<file path="config.mk">
export PLATFORM = sky130hd
export DESIGN_NAME = freq_governor
export DESIGN_NICKNAME = d
export VERILOG_FILES = /design/src/rtl/freq_gov_pkg.sv /design/src/rtl/occ_max_tree.sv /design/src/rtl/freq_governor.sv
export SDC_FILE = /design/constraint.sdc
export NUM_CORES = 1
export LEC_CHECK = 0
export ABC_AREA = 1
export ABC_CLOCK_PERIOD_IN_PS = 9900
export CELL_PAD_IN_SITES_DETAIL_PLACEMENT = 0
export CELL_PAD_IN_SITES_GLOBAL_PLACEMENT = 2
export CORE_MARGIN = 10
export CORE_UTILIZATION = 28
export CTS_CLUSTER_SIZE = 25
export DETAILED_ROUTE_END_ITERATION = 7
export GPL_TIMING_DRIVEN = 0
export PLACE_DENSITY = 0.85
export SETUP_SLACK_MARGIN = 0.05
export SLEW_MARGIN = 20
export SYNTH_ARGS = -nofsm -noshare
export SYNTH_HDL_FRONTEND = slang
export SYNTH_SLANG_ARGS = --single-unit
export TNS_END_PERCENT = 30
</file>
<file path="constraint.sdc">
create_clock -name clk -period 9.9 [get_ports clk]
set_input_delay 1.98 -clock clk [delete_from_list [all_inputs] [get_ports clk]]
set_output_delay 1.98 -clock clk [all_outputs]
set_load 0.005 [all_outputs]
</file>
<file path="src/rtl/freq_gov_pkg.sv">
// Shared definitions for the core-clock frequency governor: level encodings,
// a constant-safe clog2 and the default up-threshold table.
package freq_gov_pkg;

   typedef enum logic [1:0] {
      LVL_50   = 2'd0,
      LVL_62_5 = 2'd1,
      LVL_83   = 2'd2,
      LVL_125  = 2'd3
   } freq_level_e;

   localparam int DEF_OCC_W = 32;
   localparam logic [3*DEF_OCC_W-1:0] DEF_UP_THRESH = {32'd3000, 32'd2000, 32'd1000};

   // Never returns less than 1 so that single-entry counters keep a real bit.
   function automatic int clog2(input int n);
      int r;
      r = 0;
      while ((1 << r) < n) r = r + 1;
      if (r == 0) r = 1;
      return r;
   endfunction

endpackage

</file>
<file path="src/rtl/occ_max_tree.sv">
// Combinational unsigned maximum across NUM_CH packed occupancy values.
module occ_max_tree #(
   parameter int NUM_CH    = 4,
   parameter int OCC_WIDTH = 32
) (
   input  logic [NUM_CH*OCC_WIDTH-1:0] occ_in,
   output logic [OCC_WIDTH-1:0]        occ_max
);

   always_comb begin
      occ_max = '0;
      for (int i = 0; i < NUM_CH; i++) begin
         if (occ_in[i*OCC_WIDTH +: OCC_WIDTH] > occ_max)
            occ_max = occ_in[i*OCC_WIDTH +: OCC_WIDTH];
      end
   end

endmodule

</file>
<file path="src/rtl/freq_governor.sv">
// Windowed peak-occupancy tracker that picks a core-clock level with
// up-thresholds, single-step hysteretic step-down and a minimum dwell.
module freq_governor
   import freq_gov_pkg::*;
#(
   parameter int NUM_CH      = 4,
   parameter int OCC_WIDTH   = 32,
   parameter int CNT_WIDTH   = 32,
   parameter int WINDOW_LOG2 = 10,
   parameter int NUM_LEVELS  = 4,
   parameter int DWELL_WIN   = 2
) (
   input  logic                              clk,
   input  logic                              reset,
   input  logic                              enable_ticks,
   input  logic                              reset_ticks,
   input  logic [NUM_CH*OCC_WIDTH-1:0]       occ_in,
   input  logic [(NUM_LEVELS-1)*OCC_WIDTH-1:0] up_thresh,
   input  logic [OCC_WIDTH-1:0]              hyst,
   output logic [CNT_WIDTH-1:0]              tick_count,
   output logic [OCC_WIDTH-1:0]              peak_last,
   output logic                              window_done,
   output logic [clog2(NUM_LEVELS)-1:0]      level,
   output logic [NUM_LEVELS-1:0]             choice,
   output logic [15:0]                       switch_count
);

   localparam int LVL_W   = clog2(NUM_LEVELS);
   localparam int DWELL_W = clog2(DWELL_WIN + 1);
   localparam logic [CNT_WIDTH-1:0] WIN_MASK = CNT_WIDTH'((64'd1 << WINDOW_LOG2) - 64'd1);

   function automatic logic [15:0] sat_inc16(input logic [15:0] v);
      return (v == 16'hFFFF) ? v : v + 16'd1;
   endfunction

   logic [OCC_WIDTH-1:0] sample_max_p0;
   logic [OCC_WIDTH-1:0] run_peak_p0;
   logic [OCC_WIDTH-1:0] peak_in_p0;
   logic                 win_close_p0;
   logic                 vld_p1;

   occ_max_tree #(
      .NUM_CH    (NUM_CH),
      .OCC_WIDTH (OCC_WIDTH)
   ) u_max (
      .occ_in  (occ_in),
      .occ_max (sample_max_p0)
   );

   assign peak_in_p0   = (sample_max_p0 > run_peak_p0) ? sample_max_p0 : run_peak_p0;
   assign win_close_p0 = enable_ticks && !reset_ticks && ((tick_count & WIN_MASK) == WIN_MASK);

   // ---- p0 -> p1: tick counter, running peak, window close ----
   always_ff @(posedge clk) begin
      if (reset) begin
         tick_count  <= '0;
         run_peak_p0 <= '0;
         peak_last   <= '0;
         vld_p1      <= 1'b0;
      end else begin
         vld_p1 <= 1'b0;
         if (reset_ticks) begin
            tick_count  <= '0;
            run_peak_p0 <= '0;
         end else if (enable_ticks) begin
            tick_count <= tick_count + 1'b1;
            if (win_close_p0) begin
               peak_last   <= peak_in_p0;
               run_peak_p0 <= '0;
               vld_p1      <= 1'b1;
            end else begin
               run_peak_p0 <= peak_in_p0;
            end
         end
      end
   end

   assign window_done = vld_p1;

   logic [LVL_W-1:0]     level_q, level_d, target_p1;
   logic [DWELL_W-1:0]   dwell_q, dwell_d;
   logic [15:0]          switch_d;
   logic [OCC_WIDTH-1:0] thr_cur_p1;
   logic [OCC_WIDTH:0]   head_sum_p1;
   logic                 change_p1;

   always_comb begin
      target_p1  = '0;
      thr_cur_p1 = '0;
      for (int k = 1; k < NUM_LEVELS; k++) begin
         if (peak_last >= up_thresh[(k-1)*OCC_WIDTH +: OCC_WIDTH]) target_p1 = LVL_W'(k);
         if (level_q == LVL_W'(k)) thr_cur_p1 = up_thresh[(k-1)*OCC_WIDTH +: OCC_WIDTH];
      end
   end

   // Extra bit keeps peak+hyst from wrapping past the threshold.
   assign head_sum_p1 = {1'b0, peak_last} + {1'b0, hyst};

   always_comb begin
      level_d   = level_q;
      dwell_d   = dwell_q;
      switch_d  = switch_count;
      change_p1 = 1'b0;
      if (vld_p1) begin
         if (dwell_q != '0) begin
            dwell_d = dwell_q - 1'b1;
         end else if (target_p1 > level_q) begin
            level_d   = target_p1;
            change_p1 = 1'b1;
         end else if ((target_p1 < level_q) && (head_sum_p1 < {1'b0, thr_cur_p1})) begin
            level_d   = level_q - 1'b1;
            change_p1 = 1'b1;
         end
         if (change_p1) begin
            dwell_d  = DWELL_W'(DWELL_WIN);
            switch_d = sat_inc16(switch_count);
         end
      end
   end

   // ---- p1 -> p2: level decision register ----
   always_ff @(posedge clk) begin
      if (reset) begin
         level_q      <= LVL_W'(NUM_LEVELS - 1);
         dwell_q      <= '0;
         switch_count <= '0;
      end else begin
         level_q      <= level_d;
         dwell_q      <= dwell_d;
         switch_count <= switch_d;
      end
   end

   always_comb begin
      choice = '0;
      for (int k = 0; k < NUM_LEVELS; k++) choice[k] = (level_q == LVL_W'(k));
   end

   assign level = level_q;

endmodule

</file>
# Yosys cells after proc, flatten, opt, wreduce, memory -nomap -nowiden
# Cells that the tools add are included.
# totals
inputBits,260
out_inout_bits,87
romBits,0
ramBits,0
mem_count,0
ff_bits,117
latchBits,0
# op_classes
multipliers,0
n_shift,0
eq_ne,5
div_mod_pow,0
order_cmp,11
mux,21
reduce_logical,14
n_bitwise,4
n_addsub,5
# ops
op,n
$mux W32,9
$gt A32 B32 Y1,4
$ge A32 B32 Y1,3
$add A32 B32 Y33,1
$lt A33 B32 Y1,1
$add A32 B1 Y32 const B,1
$gt A32 B1 Y1 const B,1
$add A16 B1 Y16 const B,1
$eq A16 B16 Y1 const B,1
$mux W2,6
$eq A10 B10 Y1 const B,1
$reduce_and A3 Y1,3
$mux W1,6
$reduce_bool A2 Y1,3
$eq A2 B2 Y1 const B,2
$not A1 Y1,4
$sub A2 B1 Y2 const B,2
$logic_and A1 B1 Y1,3
$reduce_or A3 Y1,1
$eq A2 B1 Y1 const B,1
$gt A2 B2 Y1,1
$logic_not A2 Y1,1
$lt A2 B2 Y1,1
$reduce_and A2 Y1,1
2 further kinds,2

# Longest topological paths before layout
# Gate-level depths: netlist of run 1.
# depth
depth_word,12
ltp_mapped,64

# Hierarchy
# A second synthesis of run 1 with hierarchy kept.
# hier_totals
hier_cells,2424
hier_area_um2,15648.8
# modules_own_cells
mod,area_each_um2,instances,cells_per_inst
freq_governor,11950.2,1,1778
occ_max_tree,3698.5,1,646

# Least setup slack after synthesis of run 1
# Ideal clock, no wire load.
# synth_timing
path_kind,input to register
start,input port occ_in[31]
end,register peak_last[28]
setup_time_ns,0.109
stages,48
arrival_time_ns,8.589
path_slack_ns,1.202
n_path_buf,4
cell_sequence,inv_1 ha_1 nand2_1 nor2_1 nand2_1 nor2_2 nand4_4 nand2_4 clkbuf_1 nor2_1 a21oi_1 inv_1 ha_1 nand4_1 nor3_1 nand2_1 nor3_1 nand4_1 [12 not listed] clkbuf_1 nand2_1 nand2_1 ha_1 nand2_1 a21oi_1 or2_2 a221oi_1 o221ai_1 a221oi_1 a31oi_1 inv_1 clkbuf_1 nand2_1 nand2_1 nand2_1 nand2_1 inv_1
# synth_between
elab_chain_cells,10
# synth_rtl
item,line_no,source
from (decl),freq_governor.sv:17,"input logic [NUM_CH*OCC_WIDTH-1:0] occ_in,"
$gt A32 B1 Y1,occ_max_tree.sv:13,if (occ_in[i*OCC_WIDTH +: OCC_WIDTH] > occ_max)
$mux W32 *,occ_max_tree.sv:13,
$gt A32 B32 Y1,occ_max_tree.sv:13,
$mux W32 *,occ_max_tree.sv:13,
$gt A32 B32 Y1,occ_max_tree.sv:13,
$mux W32 *,occ_max_tree.sv:13,
$gt A32 B32 Y1,occ_max_tree.sv:13,
$mux W32 *,occ_max_tree.sv:13,
$gt A32 B32 Y1,freq_governor.sv:50,assign peak_in_p0 = (sample_max_p0 > run_peak_p0) ? sample_max_p0 : run_peak_p0;
$mux W32 *,freq_governor.sv:50,
to (signal assigned),freq_governor.sv:68,peak_last <= peak_in_p0;
to (decl),freq_governor.sv:21,"output logic [OCC_WIDTH-1:0] peak_last,"
# Mark *: on every way between the ends. The rest lies on a longest branch, timed or not.
# A chain may end at the register's enable or synchronous reset.

# Worst setup path after layout of run 1
# layout_timing
start,input port occ_in[23]
end,register peak_last[30]
# The elaborated chain is that of the path after synthesis.

==> out/qor.yml, run 1 <==
use_met1: 0.222
power_density_nw_per_um2: 124
outcome: "completed"
layout_common_cells: "nand2_1, inv_1, clkdlybuf4s50_1"
clockBufferDepth: 2
via_per_inst: 4.80
drv_slew: 0
dr.pass1.iters: 5
async_reset_ff_frac: 0
synth_top_area_frac: 0.244
rsz0062_at_grt: "no"
drtAntennaViolNets: 0
grt.met2_usage: 0.314
required_ns: 10.23
cp.arrival_ns: 9.64
crit_slowest_cell: "clkdlybuf4s50_1"
vias: 16500
drcViolationCount: 0
met3_usage: 0.0334
nets: 3272
synth_nets: 2891
die_area_um2: 63600
cts_made_buffers: 17
skew_ns: 0.0162
die_w_um: 252
cts_root_buffer: "clkbuf_16"
cts_tree: "yes"
end_kind: "flop"
syn_area_um2: 15100
tns_ns: 0
p_total_mw: 2.54
ys_types: 55
layout_commonest_cell: "nand2_1"
hp-class: "reg2reg"
vdd_drop_max_v: 0.000141
clock_latency_ns: 0.43
io_pins: 347
antenna_found_initial: 11
place_congestion: 0.886
critPathBufInv: 10
drtIter0Drc: 653
cts.htree.levels: 4
synthFlopType: "dfxtp_1"
maxCapViolCount: 0
rows: 85
core-area_um2: 53600
final_util: 0.383
nFillCells: 5794
critPathKind: "in2reg"
yosysWarnings: 0
period_share: 0.940
clkTransAtPathRegs_ns: 0.06
grt_pass1_vias: 16700
grt_max_degree: 17
place_area_um2: 19400
period_minus_slack_ns: 9.31
worstPathMaxFanout: 10
wl_per_cell_um: 17.2
max_stage_delay_ns: 0.45
port_buffers: 345
hpwl_um: 52000
postSynthAreaPerCell_um2: 6.47
cp-start-kind: "primary input"
busiest_layer: "met2"
areaGrowthSynthToFinish_pct: 36.1
fmax_mhz: 107
worstMarginPinSlew_ns: 0.781
synth.largest_area_cell: "ha_1"
power_leakage_nw: 9.84
fin_area_um2: 20600
hold_slack_ns: 0.464
overflow: 0
yosys-top-cells-area: "ha_1, dfxtp_1, nand2_1, inv_1, a21oi_1"
synth-edff-count: 0
drive_gt1_frac: 0.0755
yosysSeqAreaShare: 0.155
grt_pass1_wl_um: 91000
slew_headroom: 0.475
cts_hold_buf: 0
cpMostUsedCell: "nand2_1"
syn-instance-count: 2336
finalHoldViolCount: 0
grt.total_usage: 0.180
critPathTopFamily: "simple AND/OR/NAND/NOR gates"
ys_seq_elements: 117
initial_core_util: 0.282
final-setup-viol-count: 0
clock-sinks: 117
wirelength_um: 59000
dieHeight_um: 252
## worst reg2reg max path, delay by kind of cell (launching register included)
family,cells,cell delay (ns)
buffers and inverters,3,0.49
adder cells (fa/ha/maj),2,0.54
AO/OA/AOI/OAI,17,3.39
flip-flops,1,0.48
AND/OR/NAND/NOR,6,0.83
## kinds of logic after synthesis
| group | count (synthesis) | share of synthesized area |
|---|---|---|
| AOI/OAI and AO/OA | 438 | 0.168 |
| and+or+nand+nor | 1015 | 0.300 |
| xor gates and xnor gates | 37 | 0.0215 |
| DFF | 117 | 0.155 |
| buffers and inverters | 434 | 0.110 |
| adders and majority gates | 295 | 0.245 |
## power breakdown
part / switching (mW) / internal, mW / leakage [nW]
Clock: 0.234 / 0.368 / 0.266
Sequential: 0.0111 / 0.493 / 0.945
Combinational: 0.845 / 0.588 / 8.63
Total: 1.09 / 1.45 / 9.84
## path summary, 6_finish.rpt
| check | cells after the start | endpoint | from | slack (ns) |
|---|---|---|---|---|
| worst max-delay path | 45 | peak_last[30] | occ_in[23] | 0.59 |
| worst min-delay path | 2 | run_peak_p0[31] | run_peak_p0[31] | 0.46 |
| worst max register to register | 28 | switch_count[3] | peak_last[2] | 4.13 |
| worst min register to register | 2 | run_peak_p0[31] | run_peak_p0[31] | 0.46 |
## stage by stage
step / worst slack, ns / instances
6_report: 0.589 / 3432
5_1_grt: 0.0463 / 3429
4_1_cts: 0.0577 / 3416
3_5_place_dp: -2.33 / 3377
3_3_place_gp: -2.23 / 3377
2_1_floorplan: 1.20 / 2336
## what timing repair did
action | 4_1_cts | 5_1_grt
gates cloned | 0 | 3
pin swaps | 9 | 21
setup buffers | 8 | 6
endpoints found under the setup margin | 64 | 64
gates resized for setup | 55 | 84
## cells in the mapped netlist, types with 3 or more instances
| master | number |
|---|---|
| o21bai_1 | 7 |
| nor3_1 | 45 |
| a221oi_1 | 5 |
| a21boi_1 | 4 |
| nand3_1 | 143 |
| nand3_2 | 28 |
| dfxtp_1 | 117 |
| nor2_1 | 153 |
| o221ai_1 | 37 |
| a21oi_1 | 207 |
| buf_6 | 3 |
| a31oi_1 | 9 |
| inv_2 | 6 |
| o21a_1 | 4 |
| o211ai_1 | 6 |
| a21o_1 | 5 |
| nor2_2 | 3 |
| nand2_2 | 31 |
| xor2_1 | 22 |
| inv_1 | 358 |
| buf_2 | 13 |
| clkbuf_1 | 46 |
| o2111ai_1 | 3 |
| nand4_1 | 33 |
| nand3b_1 | 3 |
| o21ai_0 | 113 |
| buf_1 | 6 |
| nor4_1 | 9 |
| a21oi_2 | 3 |
| a211oi_1 | 15 |
| o21ai_1 | 7 |
| nor3b_1 | 4 |
| nand2_1 | 552 |
| ha_1 | 294 |
| xnor2_1 | 15 |
## layer usage
layer,routed length (µm),vias up,share of wire
li1,-,8630,-
met1,26800,7423,0.45
met2,28200,357,0.48
met3,2960,55,0.050
met4,1040,8,0.018
met5,45,-,0.00076
## layout make-up
| type | instances | area, µm² | share of cell area |
|---|---|---|---|
| multi-input cells | 1786 | 11400 | 0.553 |
| inverters | 366 | 1380 | 0.0671 |
| plain buffers | 68 | 429 | 0.0209 |
| clock inverters | 12 | 131 | 0.00639 |
| diodes | 7 | 17.5 | 0.000852 |
| repair buffers | 361 | 3580 | 0.174 |
| clock buffers | 19 | 433 | 0.0211 |
| flip-flops and latches | 117 | 2340 | 0.114 |
| well taps | 696 | 871 | 0.0424 |
## state kept, by name, summed over array words and instances, names as in the netlist
register / cells
window_done: 1
peak_last: 32
level: 2
switch_count: 16
dwell_q: 2
tick_count: 32
run_peak_p0: 32
No activity file was read; power rests on OpenSTA's default activity.
==> run 2, diff against run 1 <==
CAP_MARGIN = 20   (was not set)
PLACE_DENSITY = 0.84   (was 0.85)
REMOVE_ABC_BUFFERS = 1   (was not set)
SYNTH_HIERARCHICAL = 1   (was not set)
==> run 2 against run 1 <==
Effect of this change: synthesized area is 3.6% higher; clock-buffer cell count is 6 higher; first-iteration DRC count is 58% higher; core utilization is 0.56 points higher; via count is 4.7% higher; largest cell class unchanged.
==> out/qor.yml, run 2 <==
cpMostUsedCell: "nand2_1"  # unchanged
reg2reg_slack_ns: 5.03  # was 4.13 ns
p_total_mw: 2.57  # was 2.54 mW
areaGrowthSynthToFinish_pct: 37.3  # was 36.1%
antenna_found_initial: 10  # was 11
outcome: "completed"  # unchanged
io_pins: 347  # unchanged
maxCapViolCount: 0  # unchanged
vdd_drop_max_v: 0.000119  # was 0.000141 V
worstMarginPinSlew_ns: 0.991  # was 0.781 ns
drcViolationCount: 0  # unchanged
nFillCells: 5797  # was 5794
hpwl_um: 50700  # was 52000 µm
place_area_um2: 19800  # was 19400 µm²
synth_common_cells: "nand2_1, inv_1, ha_1"  # unchanged
ys_types: 55  # unchanged
die_w_um: 256  # was 252 µm
drtAntennaViolNets: 0  # unchanged
ys_seq_elements: 117  # unchanged
initial_core_util: 0.283  # was 0.282
cts_hold_buf: 0  # unchanged
worstPathMaxFanout: 8  # was 10
grt_pass1_vias: 17000  # was 16700
clock-sinks: 117  # unchanged
yosys-top-cells-area: "ha_1, dfxtp_1, nand2_1, inv_1, a21oi_1"  # unchanged
wirelength_um: 63200  # was 59000 µm
fmax_mhz: 106  # was 107 MHz
period_minus_slack_ns: 9.42  # was 9.31 ns
cp-start-kind: "primary input"  # unchanged
hp-class: "reg2reg"  # unchanged
syn_area_um2: 15600  # was 15100 µm²
tns_ns: 0  # unchanged
fin_area_um2: 21500  # was 20600 µm²
clockBufferDepth: 2  # unchanged
rsz0062_at_grt: "no"  # unchanged
final-setup-viol-count: 0  # unchanged
grt.total_usage: 0.184  # was 0.180
reg.largest.list: "peak_last: 32 flops, run_peak_p0: 32 flops, tick_count: 32 flops"  # unchanged
drive_gt1_frac: 0.0848  # was 0.0755
synthFlopType: "dfxtp_1"  # unchanged
port_buffers: 346  # was 345
drtIter0Drc: 1032  # was 653
synth_top_area_frac: 0.236  # was 0.244
drv_slew: 0  # unchanged
hold_depth: 2  # unchanged
grt_max_degree: 64  # was 17
finalHoldViolCount: 0  # unchanged
max_stage_delay_ns: 0.45  # about the same
syn-instance-count: 2424  # was 2336
async_reset_ff_frac: 0  # unchanged
period_share: 0.951  # was 0.940
end_kind: "flop"  # unchanged
grt_pass1_wl_um: 97200  # was 91000 µm
regArea_um2: 2340  # unchanged
place_congestion: 0.857  # was 0.886
synth.largest_area_cell: "ha_1"  # unchanged
cts_root_buffer: "clkbuf_16"  # unchanged
cts_made_buffers: 17  # unchanged
crit_slowest_cell: "clkdlybuf4s50_1"  # unchanged
skew_ns: 0.0125  # was 0.0162 ns
cts.htree.levels: 4  # unchanged
critPathKind: "in2reg"  # unchanged
required_ns: 10.28  # was 10.23 ns
yosysSeqAreaShare: 0.150  # was 0.155
overflow: 0  # unchanged
vias: 17300  # was 16500
postSynthAreaPerCell_um2: 6.46  # was 6.47 µm²
yosysWarnings: 6  # was 0
wl_per_cell_um: 17.9  # was 17.2 µm
rows: 86  # was 85
synth-edff-count: 0  # unchanged
dieHeight_um: 256  # was 252 µm
power_leakage_nw: 10.2  # was 9.84 nW
cp.arrival_ns: 9.79  # was 9.64 ns
via_per_inst: 4.88  # was 4.80
power_density_nw_per_um2: 120  # was 124 nW/µm²
die_area_um2: 65700  # was 63600 µm²
dr.pass1.iters: 5  # unchanged
layout_commonest_cell: "nand2_1"  # unchanged
clkTransAtPathRegs_ns: 0.06  # about the same
reg2regPathDepth: 23  # was 28
nets: 3328  # was 3272
layout_common_cells: "nand2_1, inv_1, clkdlybuf4s50_1"  # unchanged
cts_tree: "yes"  # unchanged
slew_headroom: 0.338  # was 0.475
yosysMostFrequentCell: "nand2_1"  # unchanged
core-area_um2: 55200  # was 53600 µm²
clock_latency_ns: 0.43  # about the same
multi_input_area_um2: 12200  # was 11400 µm²
==> run 2: worst paths after layout <==
path                            to      startpoint
hold / removal      run_peak_p0[5]  run_peak_p0[5]
hold reg to reg     run_peak_p0[5]  run_peak_p0[5]
setup reg to reg  switch_count[13]        level[0]
setup / recovery     peak_last[17]      occ_in[21]
==> run 2: cells by family (layout without fill, tap and decap cells) <==
family                     count (synthesis)  after routing  share of synthesized area
AOI/OAI and AO/OA                        462            462                      0.173
and+or+nand+nor                         1048           1063                      0.302
buffers and inverters                    463            808                      0.117
other                                      0              6                          0
adders and majority gates                296            296                      0.237
xor gates and xnor gates                  38             38                     0.0213
DFF                                      117            117                      0.150
==> run 2: metrics by stage <==
stage / instances / hold slack, ns / setup WS (ns) / util
2_1_floorplan: 2349 / 0.445 / -1.05 / -
3_3_place_gp: 3443 / 0.451 / -5.66 / 0.357
3_5_place_dp: 3447 / 0.456 / -4.15 / 0.359
4_1_cts: 3516 / 0.464 / 0.0977 / 0.380
5_1_grt: 3537 / 0.478 / 0.0138 / 0.389
6_report: 3538 / 0.465 / 0.484 / 0.389
==> run 2: per-layer routing <==
layer | GRT usage | vias up | wire length, µm
met5 | 0 | - | 54
met4 | 0.0523 | 8 | 1210
met3 | 0.0320 | 69 | 3130
met2 | 0.312 | 441 | 29900
met1 | 0.235 | 7845 | 28900
li1 | - | 8889 | -
==> run 2: layout make-up <==
cell class	instances	share of cell area
multi-input cells	1859	0.568
repair buffers	388	0.184
flip-flops and latches	117	0.109
inverters	388	0.0681
well taps	748	0.0436
clock buffers	25	0.0235
clock inverters	6	0.00320
diodes	6	0.000699
repair inverters	1	0.000349
==> run 2: worst max-delay path, delay by kind of cell <==
family	cells	cell delay, ns
adders and majority gates	4	1.16
and+or+nand+nor	23	2.52
AOI/OAI and AO/OA	12	2.10
buffers and inverters	12	1.96
==> run 2: where the power goes <==
group / internal [mW] / switching, mW
clock: 0.378 / 0.230
combinational: 0.569 / 0.887
sequential: 0.493 / 0.0107
total: 1.44 / 1.13
==> run 2: what timing repair did <==
action,CTS,global route
pin swaps,14,31
setup endpoints to repair,64,64
gates resized for setup,52,61
buffers inserted,25,12
gates cloned,13,4
==> RTL change (flow settings as in run 2) <==
Reset style: asynchronous (`reset`), changed in 2 clocked blocks.
--- a/src/rtl/freq_governor.sv
+++ b/src/rtl/freq_governor.sv
@@ -53,3 +53,3 @@
    // ---- p0 -> p1: tick counter, running peak, window close ----
-   always_ff @(posedge clk) begin
+   always_ff @(posedge clk or posedge reset) begin
       if (reset) begin
@@ -121,3 +121,3 @@
    // ---- p1 -> p2: level decision register ----
-   always_ff @(posedge clk) begin
+   always_ff @(posedge clk or posedge reset) begin
       if (reset) begin
Check against the original RTL: differs if reset is asserted again (counterexample within 4 cycles, from zero or initial values and one cycle with reset high); with reset held inactive, the same outputs for 4 cycles.
==> RTL change against run 2 <==
Non-clock buffer count fell by 5; first-iteration DRC count shrank 22%; largest power group unchanged; area after synthesis is 0.71% higher; sequential share of layout area grew 2.7 points; critical path type unchanged; via count decreased by 2.4%; worst setup slack worse by 8.2 ps; sequential cell count unchanged; highest routed layer unchanged; die area up 0.66%; routed wire length shrank 0.36%; total power is 15% higher; combinational power is 21% higher; cell area hardly changed; register-to-register slack got worse by 550 ps.
==> RTL change: results (changes against run 2) <==
| Quantity | Reported | Unit | vs run 2 |
|:---|:---|:---|:---|
| Result of the run | complete, no violations | - |  |
| Min-Delay Startpoint | dwell_q[1]$_DFFE_PP0P_ | - |  |
| Fraction of final layout cells with drive strength greater than 1 | 7.64 | % | -0.84 points |
| Largest clock skew in the final design | 24.9 | ps | +12.4 ps |
| Detailed-route wire length per cell | 18.1 | um | +1.5% |
| Average instance area after synthesis | 6.68 | sq um | +3.5% |
| Max Fanout on Critical Path | 16 | - | +8 |
| Fill cell instance count of the final layout | 5803 | - | +0.10% |
| Leakage | 10.7 | nW | +5.2% |
| Vias in the first global route | 16.8k | - | -1.1% |
| R2R depth | 25 | - | +8.7% |
| Fraction of the yosys area taken by sequential cells | 18.6 | % | +3.6 points |
| Area of the core region | 0.0554 | sq mm | +0.39% |
| Post-detailed-placement half-perimeter wirelength | 51300 | um | +1.1% |
| First-pass GRT wire length | 96400 | um | -0.80% |
| Final estimated routing congestion in global placement | 0.893 | - | +4.2% |
| Final net count | 3267 | - | -1.8% |
| Ratio of routed vias to standard cells | 4.85 | - | -0.57% |
| Largest stage delay on the critical path | 560 | ps | +110 ps |
| Maximum number of pins on one net before global-route repair | 86 | - | +34% |
| GR Util All Layers | 18.3 | % | -0.12 points |
| Number of antenna violations at the first check in global routing | 6 | - | -4 |
| Ranking of synthesized cells by instance count | 610 x nand2_1, 335 x inv_1, 295 x ha_1 | - |  |
| Arrival time worst endpoint | 9780 | ps | about the same |
| Total wirelength of the detailed-routed design | 62900 | um | -0.36% |
| Critical Path Source | occ_in[23] | - |  |
| Number of violations reported at the end of detailed-routing iteration 0 | 803 | - | -22% |
| Proportion of synthesized flip-flops having asynchronous set or reset | 100 | % | +100 points |
| Post-Place Cells | 3392 | - | -1.6% |
| Top FF cell, synth | dfrtp_1 | - |  |
[RTL change: changes by cell type in the layout (fill, tap and decap cells not counted), sizes merged, moves of 5 or more]
cell	change
a21boi	+5
dfxtp	-117
o211ai	-34
nand3	+25
o21ai	+8
clkbuf	-8
dfrtp	+115
a21oi	-33
inv	-42
o21a	-8
nor2	-28
nor4	+6
nand2	+45
[RTL change: layer usage]
metal	up-vias	track usage [%]	part of all wire, %
met5	-	0	0.064
met4	8	5.05	2.0
met3	61	3.13	4.6
met2	362	31.6	49
met1	7730	23.0	44
li1	8683	-	-
[RTL change: through the flow]
step | worst slack, ps | area [sq um]
after floorplan | -732 | 15500
after global placement | -5360 | 19900
after global routing | -38.6 | 21500
final | 476 | 21500
after detailed placement | -4110 | 20000
after CTS | 84.0 | 21100
[RTL change: critical path, delay by kind of cell]
family	cells	cell delay, ps
buf+inv	8	1390
compound gates	3	940
fa+ha+maj	4	1150
simple gates	27	4240
[RTL change: timing repair]
| item | CTS | global route |
|---|---|---|
| resized for setup | 56 | 41 |
| buffers inserted | 19 | 14 |
| hold buffers | 0 | 0 |
| cloned | 12 | 3 |
| endpoints found under the setup margin | 64 | 64 |
| hold endpoints to repair | 0 | 0 |
| pin swaps | 11 | 16 |
[RTL change: final timing paths]
path	to	slack [ps]
min	dwell_q[1]$_DFFE_PP0P_	470
max	peak_last[10]$_DFFE_PP0P_	480
max in group asynchronous	run_peak_p0[1]$_DFFE_PP0P_	7220
max reg2reg	switch_count[10]$_DFFE_PP0P_	4480
min reg2reg	dwell_q[1]$_DFFE_PP0P_	470
min in group asynchronous	tick_count[12]$_DFFE_PP0P_	1910
[RTL change: cell families after synthesis]
| logic type | Yosys count | share of synthesized area, % |
|---|---|---|
| xor gates and xnor gates | 40 | 2.22 |
| AOI/OAI and AO/OA | 396 | 14.3 |
| buffers and inverters | 407 | 9.95 |
| DFF | 117 | 18.6 |
| adders and majority gates | 296 | 23.5 |
| and+or+nand+nor | 1103 | 31.3 |
[RTL change: power breakdown]
part,switching (mW),internal (mW),total [mW],leakage (nW)
sequential,0.0539,0.546,0.599,1.56
combinational,1.05,0.718,1.76,8.85
clock,0.243,0.353,0.596,0.266
[RTL change: cell type report]
class / instances / area share (%)
diodes: 3 / 0.0350
repair inverters: 1 / 0.0350
repair buffers: 383 / 18.1
clock inverters: 13 / 0.571
well taps: 748 / 4.36
flip-flops and latches: 117 / 13.7
inverters: 342 / 6.04
multi-input cells: 1849 / 55.1
clock buffers: 18 / 2.05
